--- src/rtl/req_credit_ctrl.sv ---
// req_credit_ctrl: request scheduler with a saturating pending-request
// counter, a post-serve cooldown window and a sticky overflow error.
// Requests arrive on env_req; a grant in PEND serves one of them, pulses
// response and starts a HOLD_CYCLES-long cooldown during which grants are
// ignored. An arrival that would push the count past MAX_PEND locks the
// block in ERR until rst.
module req_credit_ctrl #(
  parameter int MAX_PEND    = 4,
  parameter int CNT_W       = 3,
  parameter int HOLD_CYCLES = 2
) (
  input  logic             clk,
  input  logic             rst,
  input  logic             env_req,
  input  logic             ctrl_grant,
  output logic             req_out,
  output logic             response,
  output logic [CNT_W-1:0] pend_cnt,
  output logic             busy,
  output logic             error,
  output logic             _rt_get
);

  typedef enum logic [1:0] {
    ST_IDLE = 2'd0,
    ST_PEND = 2'd1,
    ST_COOL = 2'd2,
    ST_ERR  = 2'd3
  } state_t;

  // Cooldown counter must hold HOLD_CYCLES-1; keep at least one bit.
  localparam int COOL_W = (HOLD_CYCLES > 1) ? $clog2(HOLD_CYCLES) : 1;
  localparam logic [CNT_W-1:0]  MAX_CNT   = CNT_W'(MAX_PEND);
  localparam logic [COOL_W-1:0] COOL_INIT = COOL_W'(HOLD_CYCLES - 1);

  state_t            r_state;
  state_t            w_state_next;
  logic [CNT_W-1:0]  r_pend_cnt;
  logic [CNT_W-1:0]  w_pend_next;
  logic [COOL_W-1:0] r_cool_cnt;
  logic [COOL_W-1:0] w_cool_next;
  logic              r_req_out;
  logic              r_response;
  logic              r_busy;
  logic              r_error;

  logic              w_inc;
  logic              w_dec;
  logic              w_ovf;

  // Arrivals count in every state except ERR; serves only happen in PEND.
  assign w_inc = env_req && (r_state != ST_ERR);
  assign w_dec = ctrl_grant && (r_state == ST_PEND);
  // A simultaneous serve frees a slot, so inc+dec at the ceiling is legal.
  assign w_ovf = w_inc && !w_dec && (r_pend_cnt == MAX_CNT);

  // Pending-count update: saturate at MAX_PEND on overflow, net out inc/dec.
  always_comb begin
    w_pend_next = r_pend_cnt;
    if (w_ovf) begin
      w_pend_next = r_pend_cnt;
    end else if (w_inc && !w_dec) begin
      w_pend_next = r_pend_cnt + 1'b1;
    end else if (w_dec && !w_inc) begin
      w_pend_next = r_pend_cnt - 1'b1;
    end
  end

  // Next-state and cooldown-counter logic.
  always_comb begin
    w_state_next = r_state;
    w_cool_next  = r_cool_cnt;
    case (r_state)
      ST_IDLE: begin
        if (w_ovf) begin
          w_state_next = ST_ERR;
        end else if (w_inc) begin
          w_state_next = ST_PEND;
        end
      end
      ST_PEND: begin
        if (w_ovf) begin
          w_state_next = ST_ERR;
        end else if (w_dec) begin
          w_state_next = ST_COOL;
          w_cool_next  = COOL_INIT;
        end
      end
      ST_COOL: begin
        if (w_ovf) begin
          w_state_next = ST_ERR;
          w_cool_next  = '0;
        end else if (r_cool_cnt == '0) begin
          // Cooldown over: resume serving if anything is still queued.
          w_state_next = (w_pend_next != '0) ? ST_PEND : ST_IDLE;
        end else begin
          w_cool_next = r_cool_cnt - 1'b1;
        end
      end
      ST_ERR: begin
        w_state_next = ST_ERR;
      end
      default: begin
        w_state_next = ST_IDLE;
        w_cool_next  = '0;
      end
    endcase
  end

  // State, counters and registered outputs; reset aborts any cooldown at once.
  always_ff @(posedge clk or posedge rst) begin
    if (rst) begin
      r_state    <= ST_IDLE;
      r_pend_cnt <= '0;
      r_cool_cnt <= '0;
      r_req_out  <= 1'b0;
      r_response <= 1'b0;
      r_busy     <= 1'b0;
      r_error    <= 1'b0;
    end else begin
      r_state    <= w_state_next;
      r_pend_cnt <= w_pend_next;
      r_cool_cnt <= w_cool_next;
      r_req_out  <= (w_state_next == ST_PEND);
      r_response <= w_dec;
      r_busy     <= (w_state_next == ST_COOL);
      r_error    <= (w_state_next == ST_ERR);
    end
  end

  assign req_out  = r_req_out;
  assign response = r_response;
  assign pend_cnt = r_pend_cnt;
  assign busy     = r_busy;
  assign error    = r_error;
  assign _rt_get  = env_req;

endmodule

--- config.mk ---
export PLATFORM = sky130hd
export DESIGN_NAME = req_credit_ctrl
export DESIGN_NICKNAME = d
export VERILOG_FILES = /design/src/rtl/req_credit_ctrl.sv
export SDC_FILE = /design/constraint.sdc
export NUM_CORES = 1
export LEC_CHECK = 0
export CAP_MARGIN = 20
export CORE_MARGIN = 8
export CORE_UTILIZATION = 43
export CTS_CLUSTER_DIAMETER = 30
export DETAILED_ROUTE_END_ITERATION = 8
export GPL_TIMING_DRIVEN = 0
export PLACE_DENSITY = 0.71
export RECOVER_POWER = 50
export REMOVE_ABC_BUFFERS = 1
export SYNTH_ARGS = -nofsm -noshare
export SYNTH_HDL_FRONTEND = slang
export SYNTH_SLANG_ARGS = --single-unit
--- constraint.sdc ---
create_clock -name clk -period 1.97 [get_ports clk]
set_clock_uncertainty 0.15 [all_clocks]
set_input_delay 0.394 -clock clk [delete_from_list [all_inputs] [get_ports clk]]
set_output_delay 0.394 -clock clk [all_outputs]
set_load 0.02 [all_outputs]
==> reports/results.txt <==
Most common cell after layout, fill and taps aside = dfrtp_1
Max clock buf depth = 2
Final Power = 1.291 mW
Core area = 1318 um2
Largest net degree at the start of global routing = 15
Synth warnings = 0
Final Non-Filler Cells = 93
Status = complete, but fails checks
Hold Path Class = primary input to async pin
CTS clk-pin slew, worst paths = 0.07 ns
Share of cells above drive strength 1 = 0.2692
# fillers = 117
RSZ-0062 raised after global routing = true
Synth async-reset ratio = 1.000
Row count = 13
Ports = 12
Seq pwr share = 0.308
Syn Area/Cell = 9.751 um2
Hold Vio Cnt, Final = 0
CP cell instances = inv_2 -> ha_4 -> nand2_2 -> a32o_2 -> or4_4 -> a2111oi_4 -> nor3b_1
Combinational share of power = 0.550
Clock tree sinks = 10
DR vias = 497
Post-DP HPWL = 886.7 um
Leak = 0.3365 nW
RR Endpoint = error$_DFF_PP0_
Area grow syn2layout = 30.96%
Clock latency on the worst-skew pair = 0.26 ns
Post-route ant nets = 0
Nets = 86
Largest area contributor in the netlist = dfrtp_1
CTS Hold Bufs = 0
Worst-margin pin slew = 0.3689 ns
Startpoint Class = register
Synth top area cells = dfrtp_1 (41%), ha_1 (6.1%), a2111oi_4 (4.5%)
# DRC = 0
Final wirelength = 1267 um
Initial antenna violation count = 0
Most frequent cells in the layout = dfrtp_1 (8), clkdlybuf4s50_1 (7), nor2_1 (5), o21ai_0 (5), buf_4 (5)
Die footprint = 2894 um2
H-tree levels = 1
Post-synth EDFFs = 0
Gpl congestion = 0.7497
Sw Ratio = 0.4012
Data required, critical path = 1.96 ns
Crit-path max FO = 3
CTS tree = built
# Max-Cap Violations = 0
Critical path's largest stage delay = 0.43 ns
Int Power = 772.9 uW
Critical-path top delay cell = or4_4
Main flop type after synthesis = dfrtp_1
Post-Place Cells = 84
Seq cells post-synth = 10
Chip height = 53.80 um
Setup-failing EPs final = 3
Reg2Reg Depth = 7
WL per Instance = 13.62 um
FF-to-FF setup slack = -0.13 ns
Setup ws final = -0.1311 ns
Vias in the first global route = 462
Antenna Cells = 0
Crit end category = register
Max IR drop VDD = 830.3 uV
Part of the cycle the worst path needs = 1.067
Root Buffer Master = clkbuf_4
Worst path arrival time = 2.09 ns
Global-route wire length before repair = 2076 um
Netlist cell types = 32
Fmax = 475.9 MHz
Net switching power = 517.9 uW
Cell Area, Synth = 614.3 um2
Global Route Usage Sum = 0.09989
GRT overflow = 0
DR iter-0 viols = 9
Setup CP Type = register to register
Sequential share of the synthesized area = 0.4073
Die width = 53.80 um
Failing checks = setup timing
Vias per inst = 5.344
CTS Buf Count = 3
Slew Limit Fails = 0
Share of the synthesized area in the top cell type = 0.4073
Post-Synthesis Cells = 63
Initial Util = 0.4663
PortBufs = 11
Pre-antenna DRT Iters = 5
RR Startpoint = pend_cnt[1]$_DFF_PP0_
Tmin final = 2.101 ns
Pwr dens = 1604 nW/um2
Slew margin rel. = 0.7471
Clk pwr share = 0.142
[how the worst max path moves through the flow]
stage,from,to,slack (ns)
finish,pend_cnt[1]$_DFF_PP0_,error$_DFF_PP0_,-0.13
global route,pend_cnt[1]$_DFF_PP0_,error$_DFF_PP0_,-0.21
CTS,pend_cnt[1]$_DFF_PP0_,error$_DFF_PP0_,-0.11
detailed placement,env_req,req_out$_DFF_PP0_,-0.71
global placement,env_req,req_out$_DFF_PP0_,-0.67
floorplan,pend_cnt[0]$_DFF_PP0_,req_out$_DFF_PP0_,-0.31
[final cells by class]
class	instances	area, um2	area share
clock buffers	4	36.28	0.04510
repair buffers	16	143.9	0.1788
well taps	15	18.77	0.02333
inverters	4	15.01	0.01866
flip-flops and latches	10	252.7	0.3142
multi-input cells	44	337.8	0.4199
[worst max-delay path: cells and delay by family (launching register included)]
family | cells | cell delay (ns)
compound gates | 2 | 0.60
fa+ha+maj | 1 | 0.14
buf+inv | 1 | 0.09
flops | 1 | 0.40
simple gates | 3 | 0.58
[power by group through the flow]
stage / logic (mW) / clock network [mW] / registers [mW]
6_report: 0.710 / 0.184 / 0.398
2_1_floorplan: 0.304 / 0 / 0.460
4_1_cts: 0.709 / 0.190 / 0.394
3_3_place_gp: 0.563 / 0 / 0.402
5_1_grt: 0.777 / 0.202 / 0.408
3_5_place_dp: 0.574 / 0 / 0.404
[synthesized netlist by cell type (2+ instances only)]
master and number:
dfrtp_1 10, nand2_1 5, nor2_1 5, o21ai_0 5, inv_1 4, a21oi_1 3
ha_1 3, buf_2 2, nand3b_1 2, nand4b_1 2
[layer usage]
layer	GRT usage	vias to the layer above	part of all wire
met2	0.1448	17	0.46
met1	0.1176	226	0.46
li1	-	252	-
met3	0.05510	2	0.077
met5	0	-	0
met4	0.04622	0	0.0055
[flip-flops by register name, indices dropped and copies added, names as in the netlist]
| name | cells |
|---|---|
| pend_cnt | 3 |
| req_out | 1 |
| error | 1 |
| response | 1 |
| r_cool_cnt | 1 |
| busy | 1 |
| r_state | 2 |
[logic make-up after synthesis]
| logic type | Yosys count | share of synthesized area |
|---|---|---|
| AND/OR/NAND/NOR | 24 | 0.2363 |
| buffers and inverters | 9 | 0.07738 |
| adder cells (fa/ha/maj) | 3 | 0.06111 |
| XOR/XNOR | 1 | 0.01426 |
| flip-flops | 10 | 0.4073 |
| AO/OA/AOI/OAI | 15 | 0.1874 |
| multiplexers | 1 | 0.01629 |
[repair_timing]
action | 4_1_cts | 5_1_grt
setup endpoints to repair | 4 | 3
hold endpoints to repair | 0 | 0
cloned | 0 | 0
pin swaps | 6 | 0
setup buffers | 5 | 0
resized for setup | 12 | 0
[metrics by stage]
step           hold slack (ns)  worst slack (ns)  setup TNS, ns  cell area [um2]    util
5_1_grt                 0.4103           -0.2108        -0.6298            804.5  0.6106
3_5_place_dp            0.3800           -0.7110         -2.961            710.7  0.5394
6_report                0.3831           -0.1311        -0.3639            804.5  0.6106
3_3_place_gp            0.3676           -0.6740         -2.688            710.7  0.5394
4_1_cts                 0.2589           -0.1145        -0.3191            804.5  0.6106
2_1_floorplan          0.08418           -0.3061        -0.8934            581.8       -
Power figures use the tool's default switching activity.
